$ cat config.mk
export PLATFORM = sky130hd
export DESIGN_NAME = tg2_perf_mon
export DESIGN_NICKNAME = d
export VERILOG_FILES = /design/src/rtl/tg2_csr_pkg.sv /design/src/rtl/tg2_perf_pkg.sv /design/src/rtl/tg2_perf_ch.sv /design/src/rtl/tg2_perf_mon.sv
export SDC_FILE = /design/constraint.sdc
export NUM_CORES = 1
export LEC_CHECK = 0
export ABC_AREA = 1
export CAP_MARGIN = 20
export CORE_AREA = 2 2 133 103
export CTS_CLUSTER_SIZE = 16
export DETAILED_ROUTE_END_ITERATION = 7
export DIE_AREA = 0 0 135 105
export PLACE_DENSITY_LB_ADDON = 0.3
export SYNTH_ARGS = -nofsm -noshare
export SYNTH_HDL_FRONTEND = slang
export SYNTH_SLANG_ARGS = --single-unit
$ cat constraint.sdc
create_clock -name clk -period 2.9 [get_ports clk]
set_clock_uncertainty 0.1 [all_clocks]
set_input_delay 0.58 -clock clk [delete_from_list [all_inputs] [get_ports clk]]
set_output_delay 0.58 -clock clk [all_outputs]
set_load 0.01 [all_outputs]
$ cat src/rtl/tg2_csr_pkg.sv
// tg2_csr_pkg: TG2 configuration register map constants shared by the TG2 blocks
package tg2_csr_pkg;
  localparam logic [31:0] TG_START_ADDR = 32'h0000_0010;
endpackage

$ cat src/rtl/tg2_perf_pkg.sv
// tg2_perf_pkg: state and result encodings for the TG2 performance monitor
package tg2_perf_pkg;
  typedef enum logic [1:0] {PERF_IDLE, PERF_RUN, PERF_DONE} perf_state_e;
  localparam logic [1:0] PERF_RES_NONE    = 2'b00;
  localparam logic [1:0] PERF_RES_PASS    = 2'b01;
  localparam logic [1:0] PERF_RES_FAIL    = 2'b10;
  localparam logic [1:0] PERF_RES_TIMEOUT = 2'b11;
endpackage

$ cat src/rtl/tg2_perf_ch.sv
// tg2_perf_ch: one monitor channel - start/completion detect, IDLE/RUN/DONE FSM, saturating counters
// Ports: clk, local_rst_n_sync (async, active-low); cfg_write/cfg_waitrequest/cfg_address detect the
// start write; tg_pass/tg_fail/tg_timeout status levels; wbeat/rbeat data beats; outputs busy,
// done_pulse, result, clock_count, wr_beats, rd_beats, overflow (all registered).
// Beat counters are built only when TG2_PERF_BEAT_CNT_EN is defined.
module tg2_perf_ch import tg2_perf_pkg::*; #(
  parameter int CNT_W = 64,
  parameter int ADDR_W = 32,
  parameter logic [ADDR_W-1:0] START_ADDR = '0
) (
  input  logic              clk,
  input  logic              local_rst_n_sync,
  input  logic              cfg_write,
  input  logic              cfg_waitrequest,
  input  logic [ADDR_W-1:0] cfg_address,
  input  logic              tg_pass,
  input  logic              tg_fail,
  input  logic              tg_timeout,
  input  logic              wbeat,
  input  logic              rbeat,
  output logic              busy,
  output logic              done_pulse,
  output logic [1:0]        result,
  output logic [CNT_W-1:0]  clock_count,
  output logic [CNT_W-1:0]  wr_beats,
  output logic [CNT_W-1:0]  rd_beats,
  output logic              overflow
);
  perf_state_e r_state;
  logic r_start_q, r_comp_q, r_done_pulse, r_ovf;
  logic [1:0] r_result;
  logic [CNT_W-1:0] r_clk_cnt;
  logic w_comp, w_comp_rise, w_clk_max, w_beat_ovf;
  logic [1:0] w_res;
  assign w_comp = tg_pass | tg_fail | tg_timeout;
  // edge detect so status left high from a previous test cannot end a new one
  assign w_comp_rise = w_comp & ~r_comp_q;
  assign w_clk_max = &r_clk_cnt;
  assign w_res = tg_timeout ? PERF_RES_TIMEOUT : tg_fail ? PERF_RES_FAIL : PERF_RES_PASS;
  always_ff @(posedge clk or negedge local_rst_n_sync)
    if (!local_rst_n_sync) begin
      r_state <= PERF_IDLE;
      r_start_q <= 1'b0;
      r_comp_q <= 1'b0;
      r_done_pulse <= 1'b0;
      r_ovf <= 1'b0;
      r_result <= PERF_RES_NONE;
      r_clk_cnt <= '0;
    end else begin
      r_start_q <= cfg_write & ~cfg_waitrequest & (cfg_address == START_ADDR);
      r_comp_q <= w_comp;
      r_done_pulse <= 1'b0;
      if (r_start_q) begin
        r_state <= PERF_RUN;
        r_ovf <= 1'b0;
        r_result <= PERF_RES_NONE;
        r_clk_cnt <= '0;
      end else if (r_state == PERF_RUN) begin
        r_clk_cnt <= w_clk_max ? r_clk_cnt : r_clk_cnt + CNT_W'(1);
        r_ovf <= r_ovf | w_clk_max | w_beat_ovf;
        if (w_comp_rise) begin
          r_state <= PERF_DONE;
          r_result <= w_res;
          r_done_pulse <= 1'b1;
        end
      end
    end
`ifdef TG2_PERF_BEAT_CNT_EN
  logic [CNT_W-1:0] r_wr_cnt, r_rd_cnt;
  logic w_wr_max, w_rd_max;
  assign w_wr_max = &r_wr_cnt;
  assign w_rd_max = &r_rd_cnt;
  assign w_beat_ovf = (wbeat & w_wr_max) | (rbeat & w_rd_max);
  always_ff @(posedge clk or negedge local_rst_n_sync)
    if (!local_rst_n_sync) begin
      r_wr_cnt <= '0;
      r_rd_cnt <= '0;
    end else if (r_start_q) begin
      r_wr_cnt <= '0;
      r_rd_cnt <= '0;
    end else if (r_state == PERF_RUN) begin
      r_wr_cnt <= w_wr_max ? r_wr_cnt : r_wr_cnt + CNT_W'(wbeat);
      r_rd_cnt <= w_rd_max ? r_rd_cnt : r_rd_cnt + CNT_W'(rbeat);
    end
  assign wr_beats = r_wr_cnt;
  assign rd_beats = r_rd_cnt;
`else
  logic w_unused;
  assign w_unused = wbeat | rbeat;
  assign w_beat_ovf = 1'b0;
  assign wr_beats = '0;
  assign rd_beats = '0;
`endif
  assign busy = r_state == PERF_RUN;
  assign done_pulse = r_done_pulse;
  assign result = r_result;
  assign clock_count = r_clk_cnt;
  assign overflow = r_ovf;
endmodule

$ cat src/rtl/tg2_perf_mon.sv
// tg2_perf_mon: multi-channel TG2 performance monitor, one independent tg2_perf_ch per channel
// Ports: clk, local_rst_n_sync (async, active-low); per-channel packed cfg_* bus, tg_* status,
// wbeat/rbeat; per-channel packed outputs busy, done_pulse, result[2], clock_count, wr_beats,
// rd_beats, overflow. Define TG2_PERF_BEAT_CNT_EN to build the beat counters.
module tg2_perf_mon import tg2_csr_pkg::*; #(
  parameter int NUM_CH = 1,
  parameter int CNT_W = 64,
  parameter int ADDR_W = 32,
  parameter logic [ADDR_W-1:0] START_ADDR = ADDR_W'(TG_START_ADDR)
) (
  input  logic                     clk,
  input  logic                     local_rst_n_sync,
  input  logic [NUM_CH-1:0]        cfg_write,
  input  logic [NUM_CH-1:0]        cfg_waitrequest,
  input  logic [NUM_CH*ADDR_W-1:0] cfg_address,
  input  logic [NUM_CH-1:0]        tg_pass,
  input  logic [NUM_CH-1:0]        tg_fail,
  input  logic [NUM_CH-1:0]        tg_timeout,
  input  logic [NUM_CH-1:0]        wbeat,
  input  logic [NUM_CH-1:0]        rbeat,
  output logic [NUM_CH-1:0]        busy,
  output logic [NUM_CH-1:0]        done_pulse,
  output logic [NUM_CH*2-1:0]      result,
  output logic [NUM_CH*CNT_W-1:0]  clock_count,
  output logic [NUM_CH*CNT_W-1:0]  wr_beats,
  output logic [NUM_CH*CNT_W-1:0]  rd_beats,
  output logic [NUM_CH-1:0]        overflow
);
  for (genvar i = 0; i < NUM_CH; i++) begin : g_ch
    tg2_perf_ch #(.CNT_W(CNT_W), .ADDR_W(ADDR_W), .START_ADDR(START_ADDR)) u_ch (
      .clk(clk),
      .local_rst_n_sync(local_rst_n_sync),
      .cfg_write(cfg_write[i]),
      .cfg_waitrequest(cfg_waitrequest[i]),
      .cfg_address(cfg_address[i*ADDR_W +: ADDR_W]),
      .tg_pass(tg_pass[i]),
      .tg_fail(tg_fail[i]),
      .tg_timeout(tg_timeout[i]),
      .wbeat(wbeat[i]),
      .rbeat(rbeat[i]),
      .busy(busy[i]),
      .done_pulse(done_pulse[i]),
      .result(result[i*2 +: 2]),
      .clock_count(clock_count[i*CNT_W +: CNT_W]),
      .wr_beats(wr_beats[i*CNT_W +: CNT_W]),
      .rd_beats(rd_beats[i*CNT_W +: CNT_W]),
      .overflow(overflow[i])
    );
  end
endmodule

==> flow_summary.json <==
{
  "outcome": "completed",
  "wl_um": 17900,
  "drtIter0Drc": 554,
  "area_delta_synth_final_pct": 18.6,
  "cts-root-buf": "clkbuf_16",
  "post-route-drc-count": 0,
  "crit_fanout": 9,
  "track_usage_pct": 25.4,
  "synth_edf_count": 0,
  "stdcell_area_mm2": 0.00718,
  "nFillCells": 1288,
  "detailed_place_hpwl_um": 13900,
  "place_congestion": 0.997,
  "initial_core_util_pct": 47.3,
  "setup_viol": 0,
  "hp-class": "in2async",
  "grt_pass1_wl_um": 27900,
  "hold_viol_final": 0,
  "multi_input_comb_area_mm2": 0.00336,
  "tritoncts": "yes",
  "path_class": "reg2reg",
  "final_util_pct": 56.1,
  "fin_crit_ns": 2.63,
  "grt_overflow": 0,
  "fin_nets": 1120,
  "yosysWarningCount": 0,
  "rows": 36,
  "ir_drop_uv": 254,
  "placed_area_mm2": 0.00686,
  "grt_pass1_vias": 5187,
  "seq_area_frac_synth_pct": 29.8,
  "maxCapViolCount": 0,
  "max_stage_delay_ns": 0.65,
  "power-per-cell-area_mw_per_mm2": 331,
  "ant_nets": 0,
  "synth_area_per_cell_um2": 6.27,
  "cts_resized": 0,
  "timing.final.crit_share_pct": 90.8,
  "syn_inst": 966,
  "io_buffer_count": 107,
  "wl_per_cell_um": 14.3,
  "cp.arrival_ns": 2.80,
  "fin_tns_setup_ns": 0,
  "max_clock_freq_mhz": 380,
  "cp-start-kind": "register",
  "hold_buffers": 0,
  "n_antenna_cell": 0,
  "ys.flop_type": "dfrtp_1",
  "grt_max_degree": 73,
  "via_per_inst": 4.77,
  "max_slew_margin_pct": 36.7,
  "clkSinkCount": 72,
  "firstDrtPassIters": 5,
  "postCtsSetupBuffers": 0,
  "coreArea_mm2": 0.0128,
  "cts_max_path_buffers": 2,
  "p_leak_nw": 3.20,
  "async_flop_share_pct": 100,
  "critPathTopFamily": "simple AND/OR/NAND/NOR gates",
  "die_area_mm2": 0.0142,
  "crit_required_ns": 3.07,
  "place_inst": 1238,
  "cp.buffers_inverters": 1,
  "drive_gt1_share_pct": 4.99,
  "p_total_mw": 2.38,
  "clk_latency_ns": 0.34,
  "tightest_slew_ns": 0.950,
  "seq_area_mm2": 0.00180,
  "synth_area_mm2": 0.00605,
  "dieWidth_um": 135,
  "holdWs_ns": 0.277,
  "cp_slowest_cell": "nor2_1",
  "finalWorstSetupSlack_ns": 0.267,
  "routed-via-count": 5977,
  "clkSlewWorstSetupHoldPaths_ns": 0.06,
  "synthDistinctLibCells": 33,
  "ys_ff_latch": 72,
  "io_pins": 238,
  "antenna_found_initial": 0,
  "fin_cells": 1254,
  "place_ws_ns": 0.348,
  "critPathCaptureType": "register",
  "rsz0062_at_grt": "no",
  "cp_cell_sequence": "ha_1, nand2_1, nor2_2, nand2_2, nor2_4, nand3_1, nor2_1, nor2_1, buf_4, nand3_1, o21ai_1",
  "cts_buffers": 9,
  "ctsHtreeMaxLevel": 3,
  "finalMaxSlewViolations": 0,
  "fp.dieH_um": 105
}
## cells by family after synthesis
kind of cell / count (synthesis) / synth area share (%)
AOI/OAI and AO/OA: 72 / 6.35
xor gates and xnor gates: 10 / 1.45
adders and majority gates: 1 / 0.207
buffers and inverters: 229 / 22.7
DFF: 72 / 29.8
other: 1 / 0.0619
and+or+nand+nor: 581 / 39.5
## metal layers
layer	vias to the layer above	track usage [%]	wire [um]
met5	-	0	0
met4	0	6.25	237
met3	21	5.43	1710
met2	288	36.2	7750
met1	2684	38.6	8190
li1	2984	-	-
## report_power, final
group	leakage (nW)	total [mW]	internal, mW	switching [mW]
sequential	0.992	1.01	1.00	0.000115
combinational	2.06	0.153	0.0468	0.107
clock	0.156	1.22	0.755	0.467
total	3.20	2.38	1.81	0.574
## flip-flops by register name (all words and copies together) (netlist names)
name	cells
g_ch.u_ch.r_state	2
g_ch.u_ch.r_comp_q	1
g_ch.u_ch.done_pulse	1
g_ch.u_ch.r_start_q	1
g_ch.u_ch.result	2
g_ch.u_ch.overflow	1
g_ch.u_ch.clock_count	64
## cell type report
class                   instances  share of cell area, %
clock inverters                 7                   1.32
clock buffers                   9                   3.14
multi-input cells             792                   46.7
repair buffers                120                   16.4
inverters                      83                   4.34
flip-flops and latches         72                   25.1
well taps                     171                   2.98
## placed cells by master (no fill, tap or decap), types with 2 or more instances in the layout
cell and count:
inv_2 4, nand3_1 85, o21ai_1 3, clkdlybuf4s50_1 106
buf_4 13, nor4_1 4, a21oi_1 9, bufinv_16 2
o21ai_0 51, clkinv_2 2, nor2_1 154, nand2_1 306
inv_1 78, xor2_1 9, nand4_1 7, or2_2 7
o21bai_1 8, nor2_2 5, nor3_1 3, conb_1 128
nand2_2 4, clkbuf_16 9, dfrtp_1 72
## Yosys cell counts, types with 2 or more instances
cell	n	share of area, %
a21oi_1	9	0.74
buf_2	6	0.50
buf_4	128	16
buf_6	3	0.56
clkbuf_1	7	0.43
clkbuf_2	2	0.17
dfrtp_1	72	30
inv_1	78	4.8
inv_2	4	0.25
nand2_1	306	19
nand2_2	4	0.41
nand3_1	85	7.0
nand4_1	7	0.72
nor2_1	154	9.5
nor2_2	5	0.52
nor3_1	3	0.25
nor4_1	4	0.41
o21ai_0	51	4.2
o21ai_1	3	0.25
o21bai_1	8	0.99
or2_2	7	0.72
xor2_1	9	1.3
## path summary, 6_finish.rpt
check | start | endpoint | slack [ns] | cells after the start
setup / recovery | g_ch[0].u_ch.clock_count[1] | g_ch[0].u_ch.clock_count[0] | 0.27 | 11
hold / removal | local_rst_n_sync | g_ch[0].u_ch.clock_count[8] | 0.28 | 1
setup reg to reg | g_ch[0].u_ch.clock_count[1] | g_ch[0].u_ch.clock_count[0] | 0.27 | 11
hold reg to reg | g_ch[0].u_ch.r_state[0] | g_ch[0].u_ch.r_state[0] | 0.39 | 2
max in group asynchronous | local_rst_n_sync | g_ch[0].u_ch.clock_count[50] | 1.79 | 1
min in group clk | g_ch[0].u_ch.r_state[0] | g_ch[0].u_ch.r_state[0] | 0.39 | 2
Note: power is estimated with default switching activity, not from simulation.
